File: config.mk
export PLATFORM = sky130hd
export DESIGN_NAME = l1_fill_ctrl
export DESIGN_NICKNAME = d
export VERILOG_FILES = /design/src/rtl/l1_fill_ctrl.sv
export SDC_FILE = /design/constraint.sdc
export NUM_CORES = 1
export LEC_CHECK = 0
export BUFFER_PORTS_ARGS = -buffer_cell sky130_fd_sc_hd__clkbuf_2
export CAP_MARGIN = 15
export CORE_UTILIZATION = 50
export CTS_CLUSTER_SIZE = 8
export DETAILED_ROUTE_END_ITERATION = 8
export PLACE_DENSITY = 0.95
export SLEW_MARGIN = 25
export SYNTH_ARGS = -nofsm -noshare
export SYNTH_HDL_FRONTEND = slang
export SYNTH_SLANG_ARGS = --single-unit
File: constraint.sdc
create_clock -name clk -period 2.34 [get_ports clk]
set_input_delay 0.234 -clock clk [delete_from_list [all_inputs] [get_ports clk]]
set_output_delay 0.234 -clock clk [all_outputs]
set_load 0.02 [all_outputs]
File: src/rtl/l1_fill_ctrl.sv
// Miss/fill controller for the L1 direct-mapped data cache: fetches a line word by word on a read miss
// and forwards every store to memory. Define CRITICAL_WORD_FIRST_EN to start the fill at the missed word.
module l1_fill_ctrl #(
  parameter int DATA_WIDTH = 32,
  parameter int ADDR_WIDTH = 32,
  parameter int LINE_SIZE  = 16
) (
  input  logic                  clk,
  input  logic                  rst,
  input  logic                  mem_valid,
  input  logic                  mem_we,
  input  logic [ADDR_WIDTH-1:0] mem_addr,
  input  logic [DATA_WIDTH-1:0] mem_w_data,
  input  logic                  cache_hit,
  output logic                  cpu_stall,
  output logic                  fill_en,
  output logic [ADDR_WIDTH-1:0] fill_addr,
  output logic [DATA_WIDTH-1:0] fill_data,
  output logic                  fill_mark_valid,
  output logic                  ram_req,
  output logic                  ram_we,
  output logic [ADDR_WIDTH-1:0] ram_addr,
  output logic [DATA_WIDTH-1:0] ram_wdata,
  input  logic                  ram_ready,
  input  logic                  ram_rsp_valid,
  input  logic [DATA_WIDTH-1:0] ram_rsp_data
);
  localparam int BYTES_PER_WORD = DATA_WIDTH / 8;
  localparam int WORDS_PER_LINE = LINE_SIZE / BYTES_PER_WORD;
  localparam int WORD_OFF       = $clog2(BYTES_PER_WORD);
  localparam int LINE_OFF       = $clog2(LINE_SIZE);
  localparam int BEAT_W         = LINE_OFF - WORD_OFF;

  typedef enum logic [2:0] {IDLE, WRITE, FILL_REQ, FILL_WAIT, DONE} state_t;

  state_t                r_state, w_next;
  logic [BEAT_W-1:0]     r_beat;
  logic [ADDR_WIDTH-1:0] r_addr;
  logic [DATA_WIDTH-1:0] r_wdata;
  logic                  r_fill_en, r_fill_mark;
  logic [ADDR_WIDTH-1:0] r_fill_addr;
  logic [DATA_WIDTH-1:0] r_fill_data;
  logic [BEAT_W-1:0]     w_word_idx;
  logic [ADDR_WIDTH-1:0] w_word_addr;
  logic [ADDR_WIDTH-1:0] w_line_base;
  logic                  w_last;
  logic                  w_stall, w_req, w_we;
  logic [ADDR_WIDTH-1:0] w_ram_addr;

`ifdef CRITICAL_WORD_FIRST_EN
  logic [BEAT_W-1:0] r_crit;
  // Wraps modulo the line so the fetch order rotates from the missed word.
  assign w_word_idx = r_crit + r_beat;
`else
  assign w_word_idx = r_beat;
`endif

  // r_addr holds the line base during a fill, so offset bits are zero and OR-in acts as add.
  assign w_word_addr = {r_addr[ADDR_WIDTH-1:LINE_OFF], w_word_idx, {WORD_OFF{1'b0}}};
  assign w_line_base = {mem_addr[ADDR_WIDTH-1:LINE_OFF], {LINE_OFF{1'b0}}};
  assign w_last      = (r_beat == BEAT_W'(WORDS_PER_LINE - 1));

  always_ff @(posedge clk) begin
    if (rst) begin
      r_state     <= IDLE;
      r_beat      <= '0;
      r_addr      <= '0;
      r_wdata     <= '0;
      r_fill_en   <= 1'b0;
      r_fill_mark <= 1'b0;
      r_fill_addr <= '0;
      r_fill_data <= '0;
`ifdef CRITICAL_WORD_FIRST_EN
      r_crit      <= '0;
`endif
    end else begin
      r_state     <= w_next;
      r_fill_en   <= 1'b0;
      r_fill_mark <= 1'b0;
      case (r_state)
        IDLE: begin
          if (mem_valid && mem_we) begin
            r_addr  <= mem_addr;
            r_wdata <= mem_w_data;
          end else if (mem_valid && !cache_hit) begin
            r_addr <= w_line_base;
            r_beat <= '0;
`ifdef CRITICAL_WORD_FIRST_EN
            r_crit <= mem_addr[LINE_OFF-1:WORD_OFF];
`endif
          end
        end
        FILL_WAIT: begin
          if (ram_rsp_valid) begin
            r_fill_en   <= 1'b1;
            r_fill_data <= ram_rsp_data;
            r_fill_addr <= w_word_addr;
            r_fill_mark <= w_last;
            if (!w_last) r_beat <= r_beat + 1'b1;
          end
        end
        default: ;
      endcase
    end
  end

  always_comb begin
    w_next     = r_state;
    w_stall    = 1'b0;
    w_req      = 1'b0;
    w_we       = 1'b0;
    w_ram_addr = r_addr;
    case (r_state)
      IDLE: begin
        if (mem_valid && mem_we) begin
          w_stall = 1'b1;
          w_next  = WRITE;
        end else if (mem_valid && !cache_hit) begin
          w_stall = 1'b1;
          w_next  = FILL_REQ;
        end
      end
      WRITE: begin
        // Released in the accept cycle so the CPU advances on the same edge.
        w_req   = 1'b1;
        w_we    = 1'b1;
        w_stall = !ram_ready;
        if (ram_ready) w_next = IDLE;
      end
      FILL_REQ: begin
        w_req      = 1'b1;
        w_stall    = 1'b1;
        w_ram_addr = w_word_addr;
        if (ram_ready) w_next = FILL_WAIT;
      end
      FILL_WAIT: begin
        w_stall = 1'b1;
        if (ram_rsp_valid) w_next = w_last ? DONE : FILL_REQ;
      end
      DONE: begin
        w_stall = 1'b1;
        w_next  = IDLE;
      end
      default: w_next = IDLE;
    endcase
  end

  assign cpu_stall       = w_stall;
  assign ram_req         = w_req;
  assign ram_we          = w_we;
  assign ram_addr        = w_ram_addr;
  assign ram_wdata       = r_wdata;
  assign fill_en         = r_fill_en;
  assign fill_addr       = r_fill_addr;
  assign fill_data       = r_fill_data;
  assign fill_mark_valid = r_fill_mark;

endmodule
==> flow_metrics.env <==
export IMPL_start_util=0.518
export IMPL_htree_levels=4
export IMPL_mostFrequentLayoutCells="246 x nand2_1, 232 x clkbuf_2, 132 x dfxtp_1"
export IMPL_critPathMaxStageDelay_ps=470
export IMPL_synth_warnings=0
export IMPL_gp_congestion=0.818
export IMPL_cp_slowest_cell="dfxtp_2"
export IMPL_grt_overflow_total=0
export IMPL_dp_hpwl_mm=8.88
export IMPL_max_slew_margin_rel=0.473
export IMPL_path_max_fanout=10
export IMPL_critPathRequiredTime_ps=2110
export IMPL_vias_per_cell=5.22
export IMPL_cts_tree="yes"
export IMPL_grt_pass1_wl_mm=24.4
export IMPL_track_usage=0.302
export IMPL_final_setup_viol_count=0
export IMPL_crit_type="reg -> out"
export IMPL_fin_skew_ps=18.5
export IMPL_run_status="complete, no violations"
export IMPL_fp_row_count=36
export IMPL_num_io_pins=236
export IMPL_yosys_top_cells_area="dfxtp_1 52%, nand2_1 18%, a21oi_1 12%, buf_4 5.2%, buf_6 2.4%"
export IMPL_nets=1020
export IMPL_grt_pass1_vias=5316
export IMPL_worstSetupEndpointType="output port"
export IMPL_synthArstFlopShare=0
export IMPL_portBuffers=233
export IMPL_finalCriticalPeriod_ps=2240
export IMPL_drcViolationCount=0
export IMPL_die_height_um=103
export IMPL_tightestPinTransition_ps=791
export IMPL_antenna_left=0
export IMPL_whs_path_depth=4
export IMPL_crit_chain="inv_1, nor3_1, buf_4, mux2_2, clkbuf_2"
export IMPL_avgSynthCellArea_um2=8.06
export IMPL_leakagePower_nw=3.38
export IMPL_drive_gt1_frac=0.307
export IMPL_die_w_um=103
export IMPL_synth_top_area_frac=0.523
export IMPL_rsz0062_at_grt="false"
export IMPL_antenna_found_initial=1
export IMPL_period_share=0.957
export IMPL_ir_worst_vdd_uv=565
export IMPL_synth_cell_types=33
export IMPL_nFillCells=591
export IMPL_cp_arrival_ps=2010
export IMPL_yosysTopAreaCell="dfxtp_1"
export IMPL_cts_buffers=17
export IMPL_slew_viol_final=0
export IMPL_core_area_um2=9820
export IMPL_r2r_cells=5
export IMPL_vias=5535
export IMPL_syn_area_um2=5090
export IMPL_clock_sinks=133
export IMPL_clk_path_buf_depth=2
export IMPL_postCtsSetupRepairBufs=0
export IMPL_cp_start_kind="flip-flop"
export IMPL_cap_violations=0
export IMPL_wirelength_mm=16.8
export IMPL_grt_max_degree=77
export IMPL_mostFrequentLayoutCell="nand2_1"
export IMPL_setup_tns_ps=0
export IMPL_post_route_util=0.784
export IMPL_finalHoldViolations=0
export IMPL_clk_pin_slew_ps=60
export IMPL_synth_edf_count=0
export IMPL_worstSkewPairLatency_ps=500
export IMPL_hp_class="in -> reg"
export IMPL_cts_root_buf="clkbuf_8"
export IMPL_die_area_um2=10600
export IMPL_ys_ff_latch=133
export IMPL_power_density_nw_per_um2=946
export IMPL_netlist_instances=631
export IMPL_synthToLayoutAreaGrowth_pct=51.3
export IMPL_synthFlopType="dfxtp_1"
export IMPL_ys_seq_area_frac=0.523
export IMPL_drt_pre_antenna_iters=4
export IMPL_routedWlPerCell_um=15.8
export IMPL_fmax_mhz=446
export IMPL_drtIter0Drc=257
==> state kept, by name, summed over array words and instances (netlist names) <==
register         flops
fill_addr           30
fill_mark_valid      1
r_state              3
ram_wdata           32
fill_en              1
fill_data           32
r_addr              32
r_beat               2
==> power by group <==
group / internal [mW] / switching (mW) / leakage, nW
sequential: 2.45 / 0.174 / 1.08
combinational: 0.568 / 0.937 / 1.96
clock: 2.19 / 0.962 / 0.342
total: 5.21 / 2.07 / 3.38
==> critical path, delay by kind of cell (launching register included) <==
family                 cells  cell delay, ps
buffers and inverters      3             480
AND/OR/NAND/NOR            1             190
multiplexers               1             350
flip-flops                 1             470
==> Yosys cell counts, types with 2 or more instances <==
cell	n
a21oi_1	124
a22o_1	2
a22oi_1	4
and2_1	2
and3_1	2
buf_2	8
buf_4	35
buf_6	11
clkbuf_1	20
dfxtp_1	133
inv_1	3
mux2_2	3
mux2i_1	2
nand2_1	246
nand2b_1	4
nand3_1	2
nor2_1	6
nor2_2	2
nor2b_1	2
nor3_1	5
o21ai_0	3
==> per-stage QoR <==
step	cell area, um2	instances	worst slack [ps]	hold WS, ps	power [mW]
detailed placement	6030	934	577	446	3.97
floorplan	5090	632	826	370	3.66
CTS	7690	1060	17.3	102	7.23
global placement	6030	934	568	440	3.93
global route	7700	1061	46.4	123	7.56
finish	7700	1061	99.9	115	7.28
==> cell families (layout without fill, tap and decap cells) <==
logic type | count (synthesis) | count (layout) | synth area share
and+or+nand+nor | 276 | 276 | 0.217
buffers and inverters | 77 | 372 | 0.101
DFF | 133 | 133 | 0.523
other | 1 | 3 | 0.000737
xor gates and xnor gates | 1 | 1 | 0.00320
AOI/OAI and AO/OA | 137 | 137 | 0.142
adders and majority gates | 1 | 1 | 0.00246
muxes | 5 | 5 | 0.0106
==> what timing repair did <==
action / in CTS / in global routing
endpoints found under the hold margin: 96 / 0
setup endpoints to repair: 0 / 2
gates resized for setup: 0 / 1
hold buffers: 96 / 0
==> path summary, 6_finish.rpt <==
path	startpoint	endpoint	slack (ps)
min	mem_we	r_state[1]$_SDFFE_PP0P_	120
min reg2reg	fill_addr[14]$_SDFFE_PP0P_	fill_addr[14]$_SDFFE_PP0P_	450
max reg2reg	r_state[0]$_SDFFE_PP0P_	fill_data[31]$_SDFFE_PP0P_	500
max	r_state[1]$_SDFFE_PP0P_	ram_addr[2]	100
==> routing by layer <==
layer | vias to the layer above | track usage | wire length, um | share of wire
li1 | 2572 | - | - | -
met1 | 2535 | 0.307 | 5990 | 0.36
met2 | 362 | 0.543 | 8530 | 0.51
met3 | 66 | 0.0963 | 1540 | 0.092
met4 | 0 | 0.174 | 692 | 0.041
met5 | - | 0 | 0 | 0
==> final cells by class <==
type,count,area (um2),area share
inverter,3,11.3,0.00146
timing repair buffer,339,2230,0.290
clock buffer,18,428,0.0556
sequential,133,2660,0.346
clock inverter,12,275,0.0358
multi-input combinational,422,1920,0.250
antenna,1,2.50,0.000325
tap,133,166,0.0216
Note: power is estimated with default switching activity, not from simulation.
